## config.mk

```make
export PLATFORM = sky130hd
export DESIGN_NAME = imem_load_ctrl
export DESIGN_NICKNAME = d
export VERILOG_FILES = /design/src/rtl/imem_load_ctrl_pkg.sv /design/src/rtl/imem_load_ctrl.sv
export SDC_FILE = /design/constraint.sdc
export NUM_CORES = 1
export LEC_CHECK = 0
export ABC_AREA = 1
export CORE_MARGIN = 2
export CORE_UTILIZATION = 45
export DETAILED_ROUTE_END_ITERATION = 6
export GPL_ROUTABILITY_DRIVEN = 0
export PLACE_DENSITY_LB_ADDON = 0.05
export SLEW_MARGIN = 20
export SYNTH_ARGS = -nofsm -noshare
export SYNTH_HDL_FRONTEND = slang
export SYNTH_SLANG_ARGS = --single-unit
```

## constraint.sdc

```tcl
create_clock -name clk -period 1.6 [get_ports clk]
set_input_delay 0.16 -clock clk [delete_from_list [all_inputs] [get_ports clk]]
set_output_delay 0.16 -clock clk [all_outputs]
set_load 0.02 [all_outputs]
```

## src/rtl/imem_load_ctrl_pkg.sv

```systemverilog
// Shared definitions for the instruction-memory boot loader: state encoding and
// the default word/address sizes inherited from the core-wide defines.
`ifndef ISIZE
`define ISIZE 16
`endif
`ifndef MEM_SPACE
`define MEM_SPACE 8
`endif

package imem_load_ctrl_pkg;

  localparam int IMEM_ISIZE     = `ISIZE;
  localparam int IMEM_MEM_SPACE = `MEM_SPACE;

  typedef enum logic [2:0] {
    IMEM_LD_IDLE = 3'd0,
    IMEM_LD_HI   = 3'd1,
    IMEM_LD_LO   = 3'd2,
    IMEM_LD_WR   = 3'd3,
    IMEM_LD_CLR  = 3'd4,
    IMEM_LD_RUN  = 3'd5
  } imem_ld_state_t;

endpackage

```

## src/rtl/imem_load_ctrl.sv

```systemverilog
// Boot-load controller: assembles big-endian byte pairs into instruction words,
// writes them from address 0, zero-fills the rest, then hands memory to fetch.
module imem_load_ctrl
  import imem_load_ctrl_pkg::*;
#(
  parameter int ADDR_W = IMEM_MEM_SPACE,
  parameter int ISIZE  = IMEM_ISIZE
) (
  input  logic              clk,
  input  logic              rst,
  input  logic              start,
  input  logic [ADDR_W-1:0] len,
  input  logic              byte_valid,
  input  logic [7:0]        byte_data,
  output logic              byte_ready,
  input  logic [ADDR_W-1:0] fetch_addr,
  output logic [ADDR_W-1:0] mem_addr,
  output logic              mem_we,
  output logic [ISIZE-1:0]  mem_wdata,
  output logic              cpu_stall,
  output logic              busy,
  output logic              done
);

  localparam logic [ADDR_W:0]   FULL_COUNT = {1'b1, {ADDR_W{1'b0}}};
  localparam logic [ADDR_W-1:0] LAST_ADDR  = '1;
  localparam logic [ADDR_W-1:0] ADDR_ONE   = ADDR_W'(1);
  localparam logic [ADDR_W:0]   COUNT_ONE  = (ADDR_W + 1)'(1);

  imem_ld_state_t    state;
  logic [ADDR_W-1:0] waddr;
  logic [ADDR_W:0]   count;
  logic [ADDR_W:0]   n_words;
  logic [ISIZE-1:0]  wdata;
  logic [ADDR_W:0]   next_count;
  logic              loading;

  assign next_count = count + COUNT_ONE;

  // A length of zero encodes a full-memory load, hence the extra count bit.
  always_ff @(posedge clk or negedge rst) begin
    if (!rst) begin
      state   <= IMEM_LD_IDLE;
      waddr   <= '0;
      count   <= '0;
      n_words <= '0;
      wdata   <= '0;
      done    <= 1'b0;
    end else begin
      done <= 1'b0;
      case (state)
        IMEM_LD_IDLE, IMEM_LD_RUN: begin
          if (start) begin
            n_words <= (len == '0) ? FULL_COUNT : {1'b0, len};
            waddr   <= '0;
            count   <= '0;
            state   <= IMEM_LD_HI;
          end
        end
        IMEM_LD_HI: begin
          if (byte_valid) begin
            wdata[ISIZE-1 -: 8] <= byte_data;
            state               <= IMEM_LD_LO;
          end
        end
        IMEM_LD_LO: begin
          if (byte_valid) begin
            wdata[7:0] <= byte_data;
            state      <= IMEM_LD_WR;
          end
        end
        IMEM_LD_WR: begin
          waddr <= waddr + ADDR_ONE;
          count <= next_count;
          if (next_count == n_words) begin
            if (n_words == FULL_COUNT) begin
              state <= IMEM_LD_RUN;
              done  <= 1'b1;
            end else begin
              state <= IMEM_LD_CLR;
            end
          end else begin
            state <= IMEM_LD_HI;
          end
        end
        IMEM_LD_CLR: begin
          waddr <= waddr + ADDR_ONE;
          if (waddr == LAST_ADDR) begin
            state <= IMEM_LD_RUN;
            done  <= 1'b1;
          end
        end
        default: state <= IMEM_LD_IDLE;
      endcase
    end
  end

  // Everything except mem_addr is a pure decode of the registered state, so
  // byte_ready never depends on byte_valid.
  always_comb begin
    loading    = (state == IMEM_LD_HI) || (state == IMEM_LD_LO) ||
                 (state == IMEM_LD_WR) || (state == IMEM_LD_CLR);
    byte_ready = (state == IMEM_LD_HI) || (state == IMEM_LD_LO);
    busy       = loading;
    cpu_stall  = (state != IMEM_LD_RUN);
    mem_we     = (state == IMEM_LD_WR) || (state == IMEM_LD_CLR);
    mem_wdata  = (state == IMEM_LD_WR) ? wdata : '0;
    mem_addr   = loading ? waddr : fetch_addr;
  end

endmodule

```

==> key figures <==
Timing
  • Tmin final: 1.87 ns
  • Slew @ Worst Pin: 0.390 ns
  • Final Hold Viols: 0
  • Max-Slew Margin vs Limit: 73.7%
  • Max Slew Vio Count: 0
  • Setup violators final: 25
  • Final Skew: 0.00775 ns
  • Max Clock Freq: 535 MHz
  • Crit share post-route: 117%
  • Hold_ws: 0.361 ns
  • Final WS setup: -0.269 ns
  • RSZ-0062 raised after global routing: true

Global route
  • GRT Util Overall: 20.9%
  • Largest net degree at the start of global routing: 47
  • Global-route congestion overflow total: 0
  • Vias in the first global route: 2,392
  • Antenna violations before repair: 0
  • First-pass GRT wire length: 10.4 mm

Clock network
  • CTS tree: built
  • Max H-tree Level: 2
  • Worst-Skew Late Latency: 0.31 ns
  • Clock tree root driver cell: clkbuf_8
  • Worst-path clk slew: 0.09 ns
  • Clock Tree Buf Depth: 2
  • TritonCTS Buffers: 5
  • Clock sinks: 46

Yosys
  • Seq/Total Area, Yosys: 44.5%
  • Post-synthesis cell count: 352
  • Syn nets: 382
  • FF+latch count, synth: 46
  • YS warnings: 0
  • Mapped Avg Cell Area: 7.35 µm²
  • Yosys cell types: 30
  • Netlist Area Pre-Place: 0.00259 mm²

Worst setup path
  • Crit path DAT: 1.71 ns
  • CP required: 1.44 ns
  • CP Launch Type: flip-flop
  • Cell family with most CP delay: flip-flops
  • Slowest CP cell: dfrtp_1
  • Max incr delay on CP: 0.42 ns
  • Crit end category: primary output
  • Crit-path max FO: 8
  • WP buf/inv: 3
  • Critical Path, Cell by Cell: inv_2 > nor2_4 > nand2_2 > nand2_4 > inv_4 > nand2_8 > mux2_4 > buf_6
  • Stages on the worst setup path: 8
  • Reg2reg path depth: 10
  • WS Path Type: reg2out

Power
  • Internal cell power: 3.99 mW
  • Peak VDD IR: 1.36 mV
  • LEAKAGE: 1.81 nW
  • Register share of total power: 27.2%
  • Net Switching: 3.24 mW
  • Sw Share: 44.8%
  • Pwr dens: 1950 mW/mm²
  • Combinational power share: 62.3%
  • Clock power share: 10.5%

Final layout
  • Nets: 471
  • Final Util: 67.0%
  • Commonest non-fill, non-tap cell in the layout: nand2_1
  • Share of cells above drive strength 1: 28.5%
  • Number of antenna diodes: 0
  • Synthesis-to-finish area growth: 43.4%
  • Commonest non-fill, non-tap cells in the layout: nand2_1, inv_1, dfrtp_1

Routing
  • Residual DRC: 0
  • 1st-pass router iterations: 4
  • Routed WL: 6.53 mm
  • Post-DRT Antenna Nets: 0
  • DR vias: 2,529
  • Wire per inst: 12.7 µm
  • Initial drt markers: 105
  • Drt via density: 4.92

Die
  • # IOs: 57
  • Core area: 0.00554 mm²
  • Die area: 0.00637 mm²
  • Die width: 79.8 µm
  • Initial Util: 46.7%
  • Die Ht: 79.8 µm
  • # rows: 27

Place
  • Port Buffers: 56
  • Hpwl dp: 4.55 mm

Run status
  • Violated checks: negative setup slack
  • Status: finished with violations

Hold path
  • HP Class: in2async

Job
  • MaxCap Viol Count: 0
power by group through the flow:
stage	clock (mW)	combinational (mW)	sequential, mW
3_3_place_gp	0	3.55	1.96
5_1_grt	0.817	4.92	2.03
2_1_floorplan	0	2.25	1.90
6_report	0.763	4.51	1.97
4_1_cts	0.782	3.85	1.95
3_5_place_dp	0	3.61	1.97
worst reg2reg max path, stage by stage (launching register included):
cell,delay (ns)
dfrtp_1,0.42
ha_4,0.17
nand2_1,0.10
o21ai_1,0.20
nand2_1,0.10
nand2_1,0.07
nand3_1,0.11
nor2_4,0.15
nand3_2,0.09
nand2_2,0.08
nand2_1,0.05
per-stage QoR:
stage / instance area (µm²) / setup TNS, ns / power (mW) / worst slack, ns / instances
floorplan: 2590 / -0.455 / 4.16 / -0.105 / 352
global placement: 3360 / -5.40 / 5.51 / -0.367 / 493
detailed placement: 3360 / -6.29 / 5.58 / -0.429 / 493
CTS: 3490 / -2.14 / 6.59 / -0.261 / 508
global route: 3710 / -4.30 / 7.77 / -0.336 / 514
finish: 3710 / -2.17 / 7.24 / -0.269 / 514
per-layer routing:
layer | share of wire [%] | global-route usage [%] | wire (µm) | up-vias
li1 | - | - | - | 1291
met1 | 44 | 25.4 | 2900 | 1184
met2 | 51 | 37.6 | 3360 | 49
met3 | 3.2 | 4.07 | 208 | 5
met4 | 0.89 | 5.59 | 58 | 0
met5 | 0 | 0 | 0 | -
cell usage after synthesis:
library cell  instances  area (µm²)
nor4_1                3        18.8
nor2_1               32         120
o21ai_0              15        75.1
mux2_1                2        22.5
xor2_1                2        17.5
nor3_1                1        5.00
buf_2                 3        15.0
o22ai_1               5        31.3
ha_1                  2        25.0
nand4_1               5        31.3
nor2_2                2        12.5
nand3_2               1        10.0
nand2_2               6        37.5
a211oi_1              1        7.51
o21ai_1              19        95.1
nand2_1              82         308
a21oi_1              11        55.1
clkbuf_1              3        11.3
nor2_4                4        45.0
inv_1                56         210
or2_2                 2        12.5
o32ai_1               2        17.5
xnor2_1               1        8.76
nand3b_1              1        7.51
inv_2                 9        33.8
o211ai_1              1        7.51
buf_6                 1        11.3
dfrtp_1              46        1150
nand2_4               2        22.5
nand3_1              32         160
worst paths after layout:
path	startpoint	to	slack (ns)
max	state[0]$_DFFE_PN0P_	mem_addr[7]	-0.27
min	rst	count[4]$_DFFE_PN0P_	0.36
max reg2reg	count[1]$_DFFE_PN0P_	state[0]$_DFFE_PN0P_	-0.03
min reg2reg	wdata[2]$_DFFE_PN0P_	wdata[2]$_DFFE_PN0P_	0.49
max in group asynchronous	rst	state[2]$_DFFE_PN0P_	1.00
min in group clk	byte_data[5]	wdata[13]$_DFFE_PN0P_	0.41
flip-flops by register name (all words and copies together) (netlist names):
signal and flops:
count 9, done 1, n_words 9, state 3
waddr 8, wdata 16
timing repair:
| action | CTS | global route |
|---|---|---|
| gates cloned | 1 | 0 |
| hold buffers | 1 | 0 |
| endpoints found under the hold margin | 46 | 0 |
| resized for setup | 150 | 46 |
| endpoints found under the setup margin | 30 | 41 |
| setup buffers | 5 | 7 |
| pin swaps | 7 | 19 |
cell families (layout without fill, tap and decap cells):
group / count (synthesis) / after routing / synth area share, %
AND/OR/NAND/NOR: 173 / 174 / 30.6
flip-flops: 46 / 46 / 44.5
buffers and inverters: 72 / 161 / 10.9
AO/OA/AOI/OAI: 54 / 54 / 11.2
XOR/XNOR: 3 / 3 / 1.02
adder cells (fa/ha/maj): 2 / 2 / 0.967
multiplexers: 2 / 2 / 0.871
cell type report:
cell class	count	area, µm²
fillers	499	1830
multi-input cells	235	1310
flip-flops and latches	46	1150
repair buffers	88	808
inverters	65	254
well taps	72	90.1
clock buffers	6	82.6
clock inverters	2	12.5
No activity file was read; power rests on OpenSTA's default activity.
